File: config.mk
export PLATFORM = sky130hd
export DESIGN_NAME = lot_occupancy
export DESIGN_NICKNAME = d
export VERILOG_FILES = /design/src/rtl/lot_occupancy.sv
export SDC_FILE = /design/constraint.sdc
export NUM_CORES = 1
export LEC_CHECK = 0
export BUFFER_PORTS_ARGS = -buffer_cell sky130_fd_sc_hd__buf_4
export CAP_MARGIN = 15
export CORE_ASPECT_RATIO = 1.75
export CORE_MARGIN = 3
export CORE_UTILIZATION = 53
export CTS_CLUSTER_DIAMETER = 120
export DETAILED_ROUTE_END_ITERATION = 8
export HOLD_SLACK_MARGIN = 0.05
export PLACE_DENSITY_LB_ADDON = 0.08
export SKIP_LAST_GASP = 1
export SLEW_MARGIN = 40
export SYNTH_ARGS = -nofsm -noshare
export SYNTH_HDL_FRONTEND = slang
export SYNTH_SLANG_ARGS = --single-unit
File: constraint.sdc
create_clock -name clk -period 3.3 [get_ports clk]
set_input_delay 0.66 -clock clk [delete_from_list [all_inputs] [get_ports clk]]
set_output_delay 0.66 -clock clk [all_outputs]
set_load 0.005 [all_outputs]
File: src/rtl/lot_occupancy.sv
// rtl/lot_occupancy.sv - parking lot occupancy counter fed by debounced
// outer/inner beam sensors on each gate lane.
module lot_occupancy #(
  parameter int LANES    = 2,
  parameter int CAPACITY = 25,
  parameter int DEBOUNCE = 2,
  localparam int CNT_W   = $clog2(CAPACITY + 1)
) (
  input  logic             clk,
  input  logic             reset,
  input  logic [LANES-1:0] outer,
  input  logic [LANES-1:0] inner,
  input  logic             clr,
  output logic [LANES-1:0] enter,
  output logic [LANES-1:0] exit,
  output logic [CNT_W-1:0] occupancy,
  output logic             full,
  output logic             empty,
  output logic             overflow,
  output logic             underflow
);

  localparam int NB = 2 * LANES;
  localparam int SW = CNT_W + 6;
  localparam logic [3:0]           DB_LAST = 4'(DEBOUNCE - 1);
  localparam logic [CNT_W-1:0]     CAP     = CNT_W'(CAPACITY);
  localparam logic signed [SW-1:0] CAP_S   = SW'(CAPACITY);

  typedef enum logic [2:0] {IDLE, OUT_B, BOTH, IN_B, AMBIG} state_t;

  // Sensor bit k is outer[k]; bit LANES+k is inner[k].
  logic [NB-1:0]        sync1, sync2, filt;
  logic [3:0]           db_cnt [NB];
  state_t               state [LANES];
  logic [1:0]           oi [LANES];
  logic [LANES-1:0]     ent_ev, ext_ev;
  logic [3:0]           n_ent, n_ext;
  logic signed [SW-1:0] sum;

  always_ff @(posedge clk or negedge reset) begin
    if (!reset) begin
      sync1 <= '0;
      sync2 <= '0;
      filt  <= '0;
      for (int b = 0; b < NB; b++) db_cnt[b] <= '0;
    end else begin
      sync1 <= {inner, outer};
      sync2 <= sync1;
      for (int b = 0; b < NB; b++) begin
        if (sync2[b] == filt[b]) begin
          db_cnt[b] <= '0;
        end else if (db_cnt[b] == DB_LAST) begin
          filt[b]   <= sync2[b];
          db_cnt[b] <= '0;
        end else begin
          db_cnt[b] <= db_cnt[b] + 4'd1;
        end
      end
    end
  end

  // Events are decoded from the current state so the counter and the pulses
  // commit on the same edge as the lane transition.
  always_comb begin
    ent_ev = '0;
    ext_ev = '0;
    n_ent  = '0;
    n_ext  = '0;
    for (int k = 0; k < LANES; k++) begin
      oi[k] = {filt[k], filt[LANES+k]};
      if (state[k] == BOTH && oi[k] == 2'b01) ent_ev[k] = 1'b1;
      if (state[k] == BOTH && oi[k] == 2'b10) ext_ev[k] = 1'b1;
      n_ent = n_ent + {3'b000, ent_ev[k]};
      n_ext = n_ext + {3'b000, ext_ev[k]};
    end
    sum = $signed({{(SW-CNT_W){1'b0}}, occupancy})
        + $signed({{(SW-4){1'b0}}, n_ent})
        - $signed({{(SW-4){1'b0}}, n_ext});
  end

  always_ff @(posedge clk or negedge reset) begin
    if (!reset) begin
      for (int k = 0; k < LANES; k++) state[k] <= IDLE;
      enter <= '0;
      exit  <= '0;
    end else begin
      enter <= ent_ev;
      exit  <= ext_ev;
      for (int k = 0; k < LANES; k++) begin
        unique case (state[k])
          IDLE: begin
            if (oi[k] == 2'b10)      state[k] <= OUT_B;
            else if (oi[k] == 2'b01) state[k] <= IN_B;
            else if (oi[k] == 2'b11) state[k] <= AMBIG;
          end
          OUT_B: begin
            if (oi[k] == 2'b00)      state[k] <= IDLE;
            else if (oi[k] == 2'b11) state[k] <= BOTH;
            else if (oi[k] == 2'b01) state[k] <= AMBIG;
          end
          IN_B: begin
            if (oi[k] == 2'b00)      state[k] <= IDLE;
            else if (oi[k] == 2'b11) state[k] <= BOTH;
            else if (oi[k] == 2'b10) state[k] <= AMBIG;
          end
          BOTH: begin
            if (oi[k] == 2'b01)      state[k] <= IN_B;
            else if (oi[k] == 2'b10) state[k] <= OUT_B;
            else if (oi[k] == 2'b00) state[k] <= AMBIG;
          end
          AMBIG: begin
            if (oi[k] == 2'b00) state[k] <= IDLE;
          end
          default: state[k] <= IDLE;
        endcase
      end
    end
  end

  always_ff @(posedge clk or negedge reset) begin
    if (!reset) begin
      occupancy <= '0;
      overflow  <= 1'b0;
      underflow <= 1'b0;
    end else if (clr) begin
      occupancy <= '0;
      overflow  <= 1'b0;
      underflow <= 1'b0;
    end else if (sum > CAP_S) begin
      occupancy <= CAP;
      overflow  <= 1'b1;
    end else if (sum < 0) begin
      occupancy <= '0;
      underflow <= 1'b1;
    end else begin
      occupancy <= sum[CNT_W-1:0];
    end
  end

  assign full  = (occupancy == CAP);
  assign empty = (occupancy == '0);

endmodule
==> summary.md <==
| Metric | Value |
|---|---|
| Status | `complete, no violations` |
| Setup crit start kind | `flip-flop` |
| Fmax | `312 MHz` |
| IO Pins | `20` |
| Flops & latches, synth | `45` |
| Post-synthesis sequential area ratio | `47.4%` |
| Die area | `5350 sq um` |
| CTS root buf | `clkbuf_8` |
| Crit Path Class | `reg -> reg` |
| Vias in the first global route | `1579` |
| Final Skew | `6.58 ps` |
| Post-Synthesis Cells | `221` |
| Net Switching | `958 uW` |
| Initial antenna violation count | `0` |
| Rel. slew slack | `62.6%` |
| Syn Nets | `256` |
| Fraction of registers with async set/reset | `100%` |
| PnR worst setup slack | `98.6 ps` |
| CP required | `3520 ps` |
| Leakage power | `0.00139 uW` |
| Grt ovf | `0` |
| Drt via density | `5.26` |
| Fin crit period | `3200 ps` |
| Max Slew Vio Count | `0` |
| Max-cap check violation count | `0` |
| First-pass GRT wire length | `6670 microns` |
| Seq pwr share | `31.7%` |
| Row count | `31` |
| Combinational fraction of design power | `49.7%` |
| Worst-path clk slew | `80 ps` |
| Count of cell types in the netlist | `35` |
| Slew @ Worst Pin | `553 ps` |
| GRT Util Overall | `15.9%` |
| Crit path max fanout | `5` |
| Mapped cell area | `2370 sq um` |
| Post-Route WL | `3970 microns` |
| Worst skew pair latency | `290 ps` |
| Dpl hpwl | `2970 microns` |
| CORE AREA | `4230 sq um` |
| Initial drt markers | `27` |
| HP Class | `in -> async` |
| Antenna cells | `0` |
| P&R area growth vs syn | `20.0%` |
| Switching portion of total power | `37.2%` |
| Clock Power Share | `18.5%` |
| Clock Path Buffers | `2` |
| Pint | `1620 uW` |
| DRT Pass-1 Iters | `4` |
| Worst R2R Path Depth | `12` |
| # DRC | `0` |
| H-tree depth | `2` |
| Port buffer count | `19` |
| DR WL/cell | `12.9 microns` |
| Pwr Total | `2580 uW` |
| Max IR drop VDD | `800 uV` |
| Die W | `56.6 microns` |
| Worst slack, placed | `26.3 ps` |
| # fillers | `349` |
| Reg area | `1130 sq um` |
| ANT nets after route | `0` |
| Clk sinks | `45` |
| Final setup vio count | `0` |
| Final hold viol count | `0` |
| CTS tree | `built` |
| Die Y | `94.6 microns` |
| DR vias | `1614` |
| Number of synthesized flops with an enable pin | `0` |
| Area after DPL | `2620 sq um` |
| Routability Congestion | `0.772` |
| Worst endpoint data arrival time | `3420 ps` |
| Worst setup EP type | `flip-flop` |
| Top FF cell, synth | `dfrtp_1` |
| CTS Buf Count | `5` |
| Avg Cell Area, Syn | `10.7 sq um` |
| Yosys warnings | `0` |
| Pin count of the biggest net entering global routing | `46` |
| Final core area utilization | `67.4%` |
| Layout cells sized above 1 | `26.0%` |
| Initial Util | `56.2%` |
| Multi-input logic area | `1200 sq um` |
| Pwr Density | `904 nW/um^2` |
| Fin crit share | `97.0%` |
| Final Hold Slack | `349 ps` |
| Final net count | `292` |
| R2r setup slk | `100 ps` |
| Design area | `2850 sq um` |
placed cells by master (no fill, tap or decap), types with 2 or more instances in the layout:
cell	synthesis	final
o21ai_0	5	4
mux2i_1	4	4
nand3_1	5	5
nor3_1	3	3
mux2_2	7	7
dfrtp_1	45	45
inv_2	0	3
xnor2_1	5	4
nand2_1	12	11
o31ai_1	3	2
nor4b_2	0	2
nor4b_1	4	2
nor2_1	36	35
a21oi_1	5	4
ha_1	25	21
a211o_1	2	2
o21ai_1	1	2
ha_2	0	3
a211oi_1	2	2
inv_1	21	18
fa_2	0	2
nor2b_1	3	3
nand2b_1	2	2
o21bai_1	2	2
buf_4	0	33
bufinv_16	0	2
xor2_1	12	12
clkbuf_8	0	5
area by class of cell:
cell class	instances	share of cell area [%]
Inverter	21	2.77
Timing Repair Buffer	33	8.69
Multi-Input combinational cell	151	42.2
Tap cell	49	2.15
Clock inverter	3	2.28
Sequential cell	45	39.5
Clock buffer	5	2.41
cells by family (layout without fill, tap and decap cells):
logic type,after synthesis,after routing,share of synthesized area [%]
mux,11,11,5.01
xor+xnor,17,17,6.27
compound gates,24,24,6.95
buf+inv,25,62,4.58
simple gates,71,71,14.1
fa+ha+maj,28,28,15.7
flops,45,45,47.4
synth_stat cells, types with 2 or more instances:
master,count,area (sq um)
a211o_1,2,17.5
a211oi_1,2,15.0
a21oi_1,5,25.0
buf_6,2,22.5
dfrtp_1,45,1130
fa_1,3,60.1
ha_1,25,313
inv_1,21,78.8
mux2_2,7,78.8
mux2i_1,4,40.0
nand2_1,12,45.0
nand2b_1,2,12.5
nand3_1,5,25.0
nor2_1,36,135
nor2b_1,3,18.8
nor3_1,3,15.0
nor4b_1,4,35.0
o21ai_0,5,25.0
o21bai_1,2,15.0
o31ai_1,3,22.5
xnor2_1,5,43.8
xor2_1,12,105
metrics by stage:
| step | cells | setup TNS, ps |
|---|---|---|
| final | 307 | 0 |
| after floorplan | 221 | 0 |
| after CTS | 302 | 0 |
| after global routing | 307 | -89.4 |
| after global placement | 294 | 0 |
| after detailed placement | 294 | 0 |
registers in the layout (all words and copies together) (netlist names):
name       count
db_cnt        16
enter          2
exit           2
filt           4
occupancy      5
overflow       1
state          6
sync1          4
sync2          4
underflow      1
power groups by stage:
| stage | combinational [uW] | clock, uW | sequential, uW |
|---|---|---|---|
| floorplan | 822 | 0 | 820 |
| detailed placement | 1160 | 0 | 827 |
| CTS | 1170 | 490 | 817 |
| finish | 1280 | 477 | 818 |
| global route | 1450 | 510 | 841 |
| global placement | 1140 | 0 | 824 |
repair_timing:
| item | CTS | global route |
|---|---|---|
| endpoints found under the setup margin | 0 | 5 |
| resized for setup | 0 | 19 |
| setup buffers | 0 | 5 |
| hold buffers | 0 | 0 |
worst max-delay path: stages, from the launching register on:
cell and delay [ps]:
dfrtp_1 440, inv_2 60, ha_2 180, and2_1 160, fa_1 520, fa_2 210, inv_2 40, ha_4 150
fa_2 550, o21ai_1 70, a221o_1 330, a211o_1 310, o21ai_1 90
per-layer routing:
layer | part of all wire, % | vias to the layer above | GRT usage [%]
met3 | 3.4 | 5 | 3.28
met1 | 39 | 787 | 16.9
met4 | 1.4 | 0 | 5.74
met5 | 0 | - | 0
li1 | - | 794 | -
met2 | 56 | 28 | 30.2
final timing paths:
path / from / to
worst min-delay path: reset / occupancy[0]
worst min register to register: sync1[1] / sync2[1]
max in group asynchronous: reset / sync2[0]
min in group clk: sync1[1] / sync2[1]
worst max register to register: filt[2] / overflow
worst max-delay path: filt[2] / overflow
Power figures use the tool's default switching activity.
